**src/rtl/wave_sweep_ctrl.sv**
```systemverilog
// Frequency sweep sequencer: steps a LUT multiplier word from f_start toward f_stop,
// holding each value for a programmable dwell, in single, sawtooth or triangle mode.
module wave_sweep_ctrl #(
    parameter int FREQ_W  = 4,
    parameter int DWELL_W = 16
) (
    input  logic               clk,
    input  logic               rst_n,
    input  logic               start,
    input  logic               abort,
    input  logic [FREQ_W-1:0]  f_start,
    input  logic [FREQ_W-1:0]  f_stop,
    input  logic [DWELL_W-1:0] dwell,
    input  logic [1:0]         mode,
    output logic [FREQ_W-1:0]  freq_mul,
    output logic               step_stb,
    output logic               busy,
    output logic               done
);

    typedef enum logic [1:0] {IDLE, RUN, DONE} state_t;

    state_t             state_q;
    logic [FREQ_W-1:0]  fs_q, fe_q, freq_q;
    logic [DWELL_W-1:0] dw_q, cnt_q;
    logic [1:0]         mode_q;
    logic               up_q, stb_q, busy_q, done_q;

    logic [DWELL_W-1:0] dwell_eff;
    logic [FREQ_W-1:0]  hi, lo, step_d, back_d;
    logic               single, tri_mode, turn_d;

    assign dwell_eff = (dwell == '0) ? DWELL_W'(1) : dwell;
    assign single    = (mode_q == 2'd0) || (mode_q == 2'd3);
    assign tri_mode  = (mode_q == 2'd2);
    assign hi        = (fe_q >= fs_q) ? fe_q : fs_q;
    assign lo        = (fe_q >= fs_q) ? fs_q : fe_q;
    assign step_d    = up_q ? freq_q + 1'b1 : freq_q - 1'b1;
    assign back_d    = up_q ? freq_q - 1'b1 : freq_q + 1'b1;
    // Triangle turns around on the endpoint lying in the current direction of travel.
    assign turn_d    = up_q ? (freq_q == hi) : (freq_q == lo);

    always_ff @(posedge clk or negedge rst_n) begin
        if (!rst_n) begin
            state_q <= IDLE;
            freq_q  <= '0;
            stb_q   <= 1'b0;
            busy_q  <= 1'b0;
            done_q  <= 1'b0;
            cnt_q   <= '0;
            up_q    <= 1'b1;
            fs_q    <= '0;
            fe_q    <= '0;
            dw_q    <= '0;
            mode_q  <= '0;
        end else if (abort) begin
            state_q <= IDLE;
            freq_q  <= '0;
            stb_q   <= 1'b0;
            busy_q  <= 1'b0;
            done_q  <= 1'b0;
            cnt_q   <= '0;
        end else begin
            stb_q  <= 1'b0;
            done_q <= 1'b0;
            case (state_q)
                IDLE: begin
                    if (start) begin
                        fs_q    <= f_start;
                        fe_q    <= f_stop;
                        dw_q    <= dwell_eff;
                        mode_q  <= mode;
                        up_q    <= (f_stop >= f_start);
                        freq_q  <= f_start;
                        cnt_q   <= dwell_eff - 1'b1;
                        stb_q   <= 1'b1;
                        busy_q  <= 1'b1;
                        state_q <= RUN;
                    end
                end
                RUN: begin
                    if (cnt_q != '0) begin
                        cnt_q <= cnt_q - 1'b1;
                    end else begin
                        cnt_q <= dw_q - 1'b1;
                        stb_q <= 1'b1;
                        if (tri_mode) begin
                            // A zero-span triangle just re-schedules the same value.
                            if (fs_q == fe_q) begin
                                freq_q <= fs_q;
                            end else if (turn_d) begin
                                freq_q <= back_d;
                                up_q   <= ~up_q;
                            end else begin
                                freq_q <= step_d;
                            end
                        end else if (freq_q == fe_q) begin
                            if (single) begin
                                stb_q   <= 1'b0;
                                busy_q  <= 1'b0;
                                done_q  <= 1'b1;
                                state_q <= DONE;
                            end else begin
                                freq_q <= fs_q;
                            end
                        end else begin
                            freq_q <= step_d;
                        end
                    end
                end
                DONE:    state_q <= IDLE;
                default: state_q <= IDLE;
            endcase
        end
    end

    assign freq_mul = freq_q;
    assign step_stb = stb_q;
    assign busy     = busy_q;
    assign done     = done_q;

endmodule

```
**config.mk**
```make
export PLATFORM = sky130hd
export DESIGN_NAME = wave_sweep_ctrl
export DESIGN_NICKNAME = d
export VERILOG_FILES = /design/src/rtl/wave_sweep_ctrl.sv
export SDC_FILE = /design/constraint.sdc
export NUM_CORES = 1
export LEC_CHECK = 0
export BUFFER_PORTS_ARGS = -buffer_cell sky130_fd_sc_hd__clkbuf_2
export CAP_MARGIN = 15
export CORE_MARGIN = 2
export CORE_UTILIZATION = 60
export DETAILED_ROUTE_END_ITERATION = 12
export GPL_ROUTABILITY_DRIVEN = 0
export PLACE_DENSITY_LB_ADDON = 0.1
export SETUP_SLACK_MARGIN = 0.15
export SLEW_MARGIN = 20
export SYNTH_ARGS = -nofsm -noshare
export SYNTH_HDL_FRONTEND = slang
export SYNTH_SLANG_ARGS = --single-unit
```
**constraint.sdc**
```tcl
create_clock -name clk -period 3.3 [get_ports clk]
set_input_delay 0.495 -clock clk [delete_from_list [all_inputs] [get_ports clk]]
set_output_delay 0.495 -clock clk [all_outputs]
set_load 0.05 [all_outputs]
```
-- After elaboration in Yosys (flattened, before gate mapping)
Index checks and enable logic that the tools add are counted.
- register bits: 52
- add/sub/neg operators: 5
- $lt $le $gt $ge: 2
- equality and inequality tests: 18
- muxes and demuxes: 52
- bitwise gates (word level): 2
- reduce and logical (&&, ||, !) cells: 13
- operators by type and width (kind ; number):
    $mux W16 ; 4
    $mux W4 ; 12
    $sub A16 B1 Y16 const B ; 3
    $pmux W16 S2 ; 1
    $mux W1 ; 24
    $eq A4 B4 Y1 ; 4
    $logic_not A16 Y1 ; 1
    $reduce_bool A16 Y1 ; 1
    $ne A3 B3 Y1 const B ; 5
    $mux W2 ; 6
    $ne A2 B2 Y1 const B ; 5
    $ge A4 B4 Y1 ; 2
    $pmux W4 S2 ; 1
    $reduce_and A7 Y1 ; 1
    $pmux W1 S2 ; 3
    $reduce_and A6 Y1 ; 1
    $ne A5 B5 Y1 const B ; 1
    $reduce_and A5 Y1 ; 1
    $add A4 B1 Y4 const B ; 1
    $eq A2 B2 Y1 const B ; 2
    $logic_not A2 Y1 ; 2
    $pmux W2 S2 ; 1
    $reduce_and A4 Y1 ; 1
    $sub A4 B1 Y4 const B ; 1
    7 further kinds ; 8

-- Depth between registers and ports, before layout
Gate-level depths: netlist (run 1).
- word-level depth: 10
- mapped depth: 14
- depth with buffers taken out: 12

-- Least setup slack after synthesis (run 1)
No wires, ideal clock.
- path type: register to register
- from: reg fs_q[2]
- to: reg up_q
- library setup time: 0.073 ns
- arrival: 2.700 ns
- setup slack: 0.527 ns
- stages on the path, launching flop included: 12
- buffers on the path: 0
- period minus slack after synthesis: 2.773 ns
- cells stage by stage: dfrtp_1 inv_1 ha_1 or2_4 a21oi_4 nor2_2 or4_1 and3_4 a211oi_4 a31oi_1 a211o_1 a21oi_1
- word-level cells in the longest chain between the ends: 6
- elaborated cells between the ends (all ways): 10
- ends and longest elaborated chain (element ; line ; source):
    from (decl) ; 24 ; logic [FREQ_W-1:0] fs_q, fe_q, freq_q;
    from (signal assigned) ; 69 ; fs_q <= f_start;
    $ge A4 B4 Y1 ; 36, 37 ;
    $mux W4 (on tied branches) ; 37, 36 ;
    $eq A4 B4 Y1 ; 41 ; assign turn_d = up_q ? (freq_q == hi) : (freq_q == lo);
    $mux W1 ; 41 ;
    $ne A2 B2 Y1 (no source line) ; -- ;
    $reduce_and A7 Y1 (no source line) * ; -- ;
    to (signal assigned) ; 73 ; up_q <= (f_stop >= f_start);
    to (signal assigned) ; 93 ; up_q <= ~up_q;
    to (decl) ; 27 ; logic up_q, stb_q, busy_q, done_q;
Every way passes the cells marked *; elsewhere a longest branch is shown, timed or not.
A chain may end at the register's enable or synchronous reset.

-- Worst setup path after layout (run 1)
- from: reg fs_q[2]
- to: reg freq_q[3] (netlist: freq_mul[3])
- word-level cells in the longest chain between the ends: 10
- elaborated cells between the ends (all ways): 13
- ends and longest elaborated chain (element ; line ; source):
    $ge A4 B4 Y1 ; 36, 37 ;
    $mux W4 (on tied branches) ; 37, 36 ;
    $eq A4 B4 Y1 ; 41 ;
    $mux W1 ; 41 ;
    $mux W4 ; 91 ; end else if (turn_d) begin
    $mux W4 * ; 89 ; if (fs_q == fe_q) begin
    $mux W4 * ; 87 ; if (tri_mode) begin
    $mux W4 * ; 82 ; if (cnt_q != '0) begin
    $pmux W4 S2 * ; 66 ; case (state_q)
    $mux W4 * ; 56 ; end else if (abort) begin
    to (signal assigned) ; 74 ; freq_q <= f_start;
    to (signal assigned) ; 90 ; freq_q <= fs_q;
    to (signal assigned) ; 92 ; freq_q <= back_d;
    to (decl) ; 24 ;
Every way passes the cells marked *; elsewhere a longest branch is shown, timed or not. The select of a mux whose other input is x is not followed.

==> results.rst, run 1 <==
.. list-table::
   :header-rows: 1

   * - Metric
     - Value
   * - Result of the run
     - complete, no violations
   * - Fin cells
     - ~530
   * - Row count
     - 28
   * - Post-CTS Hold Fix Bufs
     - 0
   * - Count of unique library cells instantiated by Yosys
     - 70
   * - Period minus WS final
     - 2.97 ns
   * - Clock latency on the worst-skew pair
     - slightly above 0.3 ns
   * - Number of enable flip-flop cells after synthesis
     - 0
   * - Total area of multi-input combinational cells
     - 2150 µm²
   * - Count of endpoints failing setup in the final report
     - 0
   * - Post-Place Cells
     - between 500 and 600
   * - Worst ir drop on vdd
     - 347 µV
   * - Synth Area in XOR/XNOR
     - under 10%
   * - Instance area after placement
     - between 3000 and 4000 µm²
   * - Slowest CP cell
     - sky130_fd_sc_hd__dfrtp_1
   * - Kind of capture point of the worst setup path
     - register
   * - Mux contribution to synthesized area
     - roughly 7.3%
   * - Avg Synthesized Cell Area
     - 8.71 µm²
   * - Grt total ovfl
     - 0
   * - Aggregate global-route resource usage
     - about 29%
   * - Pleak
     - 1.73 nW
   * - Antenna-violating nets left
     - 0
   * - Die Width
     - a little over 80 µm
   * - Sequence of cells on the critical path
     - inv_1, ha_1, or2_4, a21oi_4, nor2_2, or4_1, and3_4, a211oi_4, buf_12, mux2i_1, a21oi_1, nor3b_1
   * - Logic depth of the worst register-to-register path
     - 12
   * - Cts bufs inserted
     - 5
   * - Cell types with the largest area share after synthesis
     - sky130_fd_sc_hd__dfrtp_1 (35%), sky130_fd_sc_hd__mux2_2 (6.2%), sky130_fd_sc_hd__nand2_1 (5.4%)
   * - WHS
     - 0.127 ns
   * - Setup TNS
     - 0 ns
   * - Pre-CTS WS
     - roughly 0.14 ns
   * - Count of input and output buffers
     - 36
   * - Die footprint
     - 6740 µm²
   * - Maxcap violations
     - 0
   * - Part of the Yosys area used for sequential elements
     - 35.6%
   * - Ratio of cells with drive above 1 in the final layout
     - between 20 and 25%
   * - Worst clock skew
     - ~0.010 ns
   * - Proportion of netlist area held by the largest area contributor
     - a little over a third
   * - Final-layout fill cell count
     - approximately 510
   * - Number of clock sinks seen by CTS
     - 52
   * - Worst-path fanout max
     - 9
   * - Pin count of the biggest net entering global routing
     - 36
   * - Power Density
     - 610 nW/µm²
   * - Final hold vios
     - 0
   * - Crit Reg-Reg Endpoint
     - freq_mul[3]
   * - Data arrival, critical path
     - about 3.2 ns
   * - Initial cell density of the core
     - approximately 62%
   * - Fraction of power consumed by sequential logic
     - about 37%
   * - R2R Setup Slk
     - 0.33 ns
   * - DR iter-0 viols
     - around 140
   * - Number of warnings reported in the yosys synthesis log
     - 0
   * - Post-layout nets
     - 498
   * - Number of antenna violations at the first check in global routing
     - 0
   * - Peak Freq
     - 337 MHz
   * - Simple-gate portion of the synthesized area
     - 21.2%
   * - CTS Buffer Depth
     - 2
   * - Clock network fraction of design power
     - 15.5%
   * - Net Sw Frac
     - between 40% and 50%
   * - Fin crit share
     - between 80% and 90%
   * - Final non-filler cell area
     - approximately 4000 µm²
   * - Area Growth Syn to Fin
     - 9.88%
   * - Synthesized instance count
     - 420
   * - Clock tree from TritonCTS
     - built
   * - Post-synth design cell area
     - ~3700 µm²
   * - Net Count, Synth
     - ~460
   * - Met3 usage in global routing
     - slightly below 4%
   * - Setup repair after global routing missed its margin
     - false
   * - Grt met2 use
     - between 50% and 60%
   * - Worst setup margin
     - roughly 0.33 ns
   * - Dominant synthesized flop cell
     - sky130_fd_sc_hd__dfrtp_1
   * - I/O pins
     - 37
   * - Met1 Resource Use GR
     - between 30% and 40%
   * - Clock transition at the registers of the reported paths
     - about 0.10 ns
   * - Reg2Reg Launch Point
     - fs_q[2]
   * - Number of global-route vias before repair
     - around 3100
   * - Sequential standard cell area
     - between 1000 and 1500 µm²
   * - Worst slew slack as a fraction of its limit
     - 63.0%
   * - Leading post-synthesis cells by instance count
     - sky130_fd_sc_hd__nand2_1 (53), sky130_fd_sc_hd__dfrtp_1 (51), sky130_fd_sc_hd__o21ai_0 (39)
   * - Count of unresolved DRC violations after routing
     - 0
   * - Clock H-tree levels
     - 2
   * - Longest individual stage delay on the worst path
     - 0.40 ns
   * - Arithmetic-cell share of the synthesized area counting full adders, half adders and majority gates
     - under 10%
   * - Crit start category
     - register
   * - Y dimension of the die
     - 82.1 µm
   * - Net switching power
     - roughly 1 mW
   * - Avg Vias per Cell
     - 6.08
   * - Combinational family with the most area after synthesis
     - simple AND/OR/NAND/NOR gates
   * - DR pass1 iterations
     - 4
   * - Class of the most critical hold timing path
     - input pin to async pin
   * - Synth Area in Compound Gates
     - 20.7%
   * - Core area
     - between 5000 and 6000 µm²
   * - Required time of the critical path
     - 3.53 ns
   * - Largest area contributor in the netlist
     - sky130_fd_sc_hd__dfrtp_1
   * - Tightest Pin Transition
     - roughly 0.55 ns
   * - Vias
     - around 3200
   * - FF+latch count, synth
     - 52
   * - Average wire per standard cell
     - ~17 µm
   * - HPWL after detailed placement
     - approximately 6600 µm
   * - Worst Path Class, Setup
     - register to register
   * - Count of antenna diodes in the layout
     - 0
   * - Cell-internal power
     - between 1 and 1.5 mW
   * - Root buffer cell
     - sky130_fd_sc_hd__clkbuf_8
   * - Global-route wire length before repair
     - between 10000 and 15000 µm
   * - Final-report max-slew violation count
     - 0
   * - Total wirelength of the detailed-routed design
     - about 8900 µm
   * - Combinational cell fraction of total power
     - between 40% and 50%
   * - GRT Max-Usage Layer
     - met2
   * - Library cell with the highest instance count after synthesis
     - sky130_fd_sc_hd__nand2_1
   * - Async SR Flop Fraction
     - 100%
## state kept, by name (all words and copies together) (netlist names), 2 cells and up
signal,cells
freq_mul,4
fs_q,4
cnt_q,16
dw_q,16
state_q,2
fe_q,4
mode_q,2
## metrics by stage
| stage | power (mW) | utilization [%] |
|---|---|---|
| 3_5_place_dp | 2.02 | 65.7 |
| 2_1_floorplan | 1.79 | - |
| 5_1_grt | 2.62 | 67.9 |
| 4_1_cts | 2.43 | 67.6 |
| 6_report | 2.45 | 67.9 |
| 3_3_place_gp | 2.00 | 65.7 |
## cells in the final DEF (no fill, tap or decap), types with 2 or more instances in the layout
| cell type | n |
|---|---|
| sky130_fd_sc_hd__a31oi_1 | 2 |
| sky130_fd_sc_hd__clkbuf_8 | 6 |
| sky130_fd_sc_hd__a21oi_1 | 30 |
| sky130_fd_sc_hd__o21ai_0 | 39 |
| sky130_fd_sc_hd__nor3_1 | 13 |
| sky130_fd_sc_hd__nor4b_2 | 2 |
| sky130_fd_sc_hd__xor2_1 | 4 |
| sky130_fd_sc_hd__mux2i_1 | 3 |
| sky130_fd_sc_hd__a21o_1 | 5 |
| sky130_fd_sc_hd__nor4_1 | 11 |
| sky130_fd_sc_hd__clkbuf_2 | 36 |
| sky130_fd_sc_hd__mux2_2 | 20 |
| sky130_fd_sc_hd__a211o_1 | 5 |
| sky130_fd_sc_hd__nand2_1 | 53 |
| sky130_fd_sc_hd__and3_1 | 2 |
| sky130_fd_sc_hd__nor4b_1 | 2 |
| sky130_fd_sc_hd__dfrtp_1 | 51 |
| sky130_fd_sc_hd__buf_4 | 15 |
| sky130_fd_sc_hd__inv_1 | 18 |
| sky130_fd_sc_hd__nand4_1 | 6 |
| sky130_fd_sc_hd__xnor2_1 | 18 |
| sky130_fd_sc_hd__nand2b_1 | 2 |
| sky130_fd_sc_hd__nor3b_1 | 2 |
| sky130_fd_sc_hd__o31ai_1 | 2 |
| sky130_fd_sc_hd__nor2b_1 | 3 |
| sky130_fd_sc_hd__nor2_1 | 32 |
| sky130_fd_sc_hd__nand3_1 | 7 |
| sky130_fd_sc_hd__o211ai_1 | 4 |
| sky130_fd_sc_hd__a211oi_1 | 7 |
| sky130_fd_sc_hd__and4_1 | 2 |
| sky130_fd_sc_hd__a22oi_1 | 3 |
| sky130_fd_sc_hd__clkinv_2 | 2 |
| sky130_fd_sc_hd__ha_1 | 12 |
## metal layers
layer	wire length (µm)	share of wire, %	vias up
met3	380	4.2	14
met4	173	1.9	0
met1	3790	42	1538
li1	-	-	1587
met5	0	0	-
met2	4610	52	94
## how the worst max path moves through the flow
| stage | from | end | slack [ns] | cells after the start |
|---|---|---|---|---|
| finish | fs_q[2] | freq_mul[3] | 0.33 | 12 |
| global route | fe_q[0] | freq_mul[3] | 0.15 | 12 |
| CTS | fs_q[2] | freq_mul[3] | 0.28 | 12 |
| detailed placement | fs_q[2] | freq_mul[3] | 0.14 | 11 |
| global placement | fs_q[2] | up_q | 0.31 | 11 |
| floorplan | fs_q[2] | up_q | 0.53 | 11 |
## final cells by class
cell class	instances	area share [%]
Tap cell	75	2.33
Clock inverter	2	0.249
Timing Repair Buffer	52	7.78
Inverter	18	1.68
Sequential cell	52	32.4
Clock buffer	6	2.05
Multi-Input combinational cell	327	53.5
## cell families (layout without fill, tap and decap cells)
family	Yosys count	in the layout
DFF	52	52
AOI/OAI and AO/OA	117	117
muxes	24	24
and+or+nand+nor	152	152
adders and majority gates	12	12
xor gates and xnor gates	22	22
buffers and inverters	41	78
## repair_timing
item,in CTS,in global routing
pin swaps,1,1
gates resized for setup,0,1
buffers inserted,1,2
endpoints found under the setup margin,1,1
gates cloned,0,0
## power by group through the flow
stage                     registers, mW  clock network (mW)  logic (mW)
final                             0.914               0.380        1.16
after global routing              0.932               0.413        1.28
after CTS                         0.911               0.387        1.13
after detailed placement          0.922                   0        1.10
after global placement            0.918                   0        1.08
after floorplan                   0.901                   0       0.887
## critical path: cells and delay by family (launching register included)
family,cells,cell delay (ns)
simple gates,5,1.11
compound gates,3,0.56
flops,1,0.40
buf+inv,2,0.29
fa+ha+maj,1,0.27
mux,1,0.26
Power figures use the tool's default switching activity.
==> inputs of run 2 (changes only) <==
--- a/config.mk
+++ b/config.mk
@@ -8,7 +8,7 @@
 export BUFFER_PORTS_ARGS = -buffer_cell sky130_fd_sc_hd__clkbuf_2
 export CAP_MARGIN = 15
 export CORE_MARGIN = 2
-export CORE_UTILIZATION = 60
+export CORE_UTILIZATION = 24
 export DETAILED_ROUTE_END_ITERATION = 12
 export GPL_ROUTABILITY_DRIVEN = 0
 export PLACE_DENSITY_LB_ADDON = 0.1
==> results.rst, run 2 (synthesized netlist as in run 1, its figures left out) <==
.. list-table::
   :header-rows: 1

   * - Metric
     - Value
   * - DR iter-0 viols
     - 184 (was 139)
   * - Root buffer cell
     - sky130_fd_sc_hd__clkbuf_16 (was sky130_fd_sc_hd__clkbuf_8)
   * - Aggregate global-route resource usage
     - 14.1% (was 28.6%)
   * - Cts bufs inserted
     - 5 (unchanged)
   * - Count of antenna diodes in the layout
     - 0 (unchanged)
   * - Worst clock skew
     - 0.0166 ns (was 0.0101 ns)
   * - Number of antenna violations at the first check in global routing
     - 0 (unchanged)
   * - Regs by FF count
     - cnt_q (16), dw_q (16) (unchanged)
   * - Required time of the critical path
     - 3.48 ns (was 3.53 ns)
   * - Worst Path Class, Setup
     - register to register (unchanged)
   * - Commonest cells after routing, fill and taps aside
     - sky130_fd_sc_hd__nand2_1 (53), sky130_fd_sc_hd__dfrtp_1 (51), sky130_fd_sc_hd__o21ai_0 (39) (unchanged)
   * - Instance area after placement
     - 4050 µm² (was 3890 µm²)
   * - Clock latency on the worst-skew pair
     - 0.30 ns (was 0.31 ns)
   * - Avg Vias per Cell
     - 5.01 (was 6.08)
   * - Count of endpoints failing setup in the final report
     - 0 (unchanged)
   * - Data arrival, critical path
     - 3.13 ns (was 3.19 ns)
   * - Count of unresolved DRC violations after routing
     - 0 (unchanged)
   * - Antenna-violating nets left
     - 0 (unchanged)
   * - Met3 usage in global routing
     - 1.80% (was 3.85%)
   * - Fin crit share
     - 89.2% (was 89.9%)
   * - Grt total ovfl
     - 0 (unchanged)
   * - DR pass1 iterations
     - 5 (was 4)
   * - Peak Freq
     - 340 MHz (was 337 MHz)
   * - Setup TNS
     - 0 ns (unchanged)
   * - Worst slew slack as a fraction of its limit
     - 56.4% (was 63.0%)
   * - Global-route wire length before repair
     - 18100 µm (was 14700 µm)
   * - Clock transition at the registers of the reported paths
     - 0.08 ns (was 0.10 ns)
   * - Commonest non-fill, non-tap cell in the layout
     - sky130_fd_sc_hd__nand2_1 (unchanged)
   * - Number of global-route vias before repair
     - 3215 (was 3063)
   * - Power Density
     - 624 nW/µm² (was 610 nW/µm²)
   * - Area Growth Syn to Fin
     - 15.7% (was 9.88%)
   * - Pin count of the biggest net entering global routing
     - 34 (was 36)
   * - Final non-filler cell area
     - 4230 µm² (was 4020 µm²)
   * - HPWL after detailed placement
     - 8220 µm (was 6630 µm)
   * - Post-CTS Hold Fix Bufs
     - 0 (unchanged)
   * - Vias
     - 3239 (was 3233)
   * - Core area
     - 15000 µm² (was 5920 µm²)
   * - Final-report max-slew violation count
     - 0 (unchanged)
   * - Crit start category
     - register (unchanged)
   * - Period minus WS final
     - 2.94 ns (was 2.97 ns)
   * - Row count
     - 45 (was 28)
   * - I/O pins
     - 37 (unchanged)
   * - Clock H-tree levels
     - 2 (unchanged)
   * - Y dimension of the die
     - 127 µm (was 82.1 µm)
   * - Ratio of cells with drive above 1 in the final layout
     - 22.1% (was 22.3%)
   * - Number of clock sinks seen by CTS
     - 52 (unchanged)
   * - Tightest Pin Transition
     - 0.647 ns (was 0.549 ns)
   * - Slowest CP cell
     - sky130_fd_sc_hd__dfrtp_1 (unchanged)
   * - Post-layout nets
     - 499 (was 498)
   * - CTS Buffer Depth
     - 2 (unchanged)
   * - Longest individual stage delay on the worst path
     - 0.39 ns (was 0.40 ns)
   * - Clock tree from TritonCTS
     - built (unchanged)
   * - Total wirelength of the detailed-routed design
     - 11200 µm (was 8950 µm)
   * - Setup repair after global routing missed its margin
     - true (was false)
   * - Post-Place Cells
     - 637 (was 521)
   * - Worst ir drop on vdd
     - 215 µV (was 347 µV)
   * - Grt met2 use
     - 24.5% (was 50.9%)
   * - Initial cell density of the core
     - 24.3% (was 61.8%)
   * - Class of the most critical hold timing path
     - input pin to async pin (unchanged)
   * - Final hold vios
     - 0 (unchanged)
   * - Pleak
     - 1.76 nW (was 1.73 nW)
   * - End-of-flow core utilization
     - 28.2% (was 67.9%)
   * - Die footprint
     - 16200 µm² (was 6740 µm²)
   * - Kind of capture point of the worst setup path
     - register (unchanged)
   * - Sequence of cells on the critical path
     - inv_1, ha_1, or2_4, a21oi_4, nor2_2, or4_1, and3_4, a211oi_4, buf_12, nor4b_1, nor4_1, a211oi_1 (was inv_1, ha_1, or2_4, a21oi_4, nor2_2, or4_1, and3_4, a211oi_4, buf_12, mux2i_1, a21oi_1, nor3b_1)
   * - Count of input and output buffers
     - 36 (unchanged)
   * - Average wire per standard cell
     - 17.3 µm (was 16.8 µm)
   * - Fin cells
     - 646 (was 532)
   * - GRT Max-Usage Layer
     - met2 (unchanged)
   * - Result of the run
     - complete, no violations (unchanged)
   * - Worst-path fanout max
     - 9 (unchanged)
   * - Die Width
     - 127 µm (was 82.1 µm)
   * - Power consumption
     - 2.64 mW (was 2.45 mW)
   * - Met1 Resource Use GR
     - 18.2% (was 35.6%)
   * - Maxcap violations
     - 0 (unchanged)
-- run 2: timing repair --
action	4_1_cts	5_1_grt
setup endpoints to repair	0	7
buffers inserted	0	1
resized for setup	0	3
-- run 2: per-stage QoR --
stage,setup slack [ns],hold slack [ns]
2_1_floorplan,0.527,0.199
3_3_place_gp,0.259,0.495
3_5_place_dp,0.221,0.496
4_1_cts,0.205,0.185
5_1_grt,0.112,0.189
6_report,0.356,0.162
-- run 2: worst max-delay path: cells and delay by family, from the launching register on --
family | cells | cell delay [ns]
AO/OA/AOI/OAI | 3 | 0.62
adder cells (fa/ha/maj) | 1 | 0.27
buffers and inverters | 2 | 0.29
flip-flops | 1 | 0.39
AND/OR/NAND/NOR | 6 | 1.26
-- run 2: path summary, 6_finish.rpt --
path	depth (start not counted)	start	slack, ns	end
min	1	rst_n	0.16	dw_q[7]
max reg2reg	12	fs_q[2]	0.36	freq_mul[2]
max in group asynchronous	2	rst_n	2.25	up_q
min reg2reg	1	dw_q[13]	0.51	dw_q[13]
min in group clk	3	mode[0]	0.40	mode_q[0]
max	12	fs_q[2]	0.36	freq_mul[2]
-- run 2: layer usage --
layer,wire length (µm),part of all wire [%]
met2,5570,50
met5,0,0
met1,5060,45
met3,275,2.5
met4,277,2.5
-- run 2: cell type report --
cell class / count / area [µm²]
fillers: 1603 / 10800
multi-input cells: 327 / 2170
flip-flops and latches: 52 / 1300
repair buffers: 53 / 320
well taps: 188 / 235
clock buffers: 7 / 133
inverters: 18 / 67.6
clock inverters: 1 / 5.00
-- run 2: report_power, final --
group	internal, mW	switching, mW
logic	0.498	0.720
clock network	0.282	0.254
registers	0.758	0.128
total	1.54	1.10
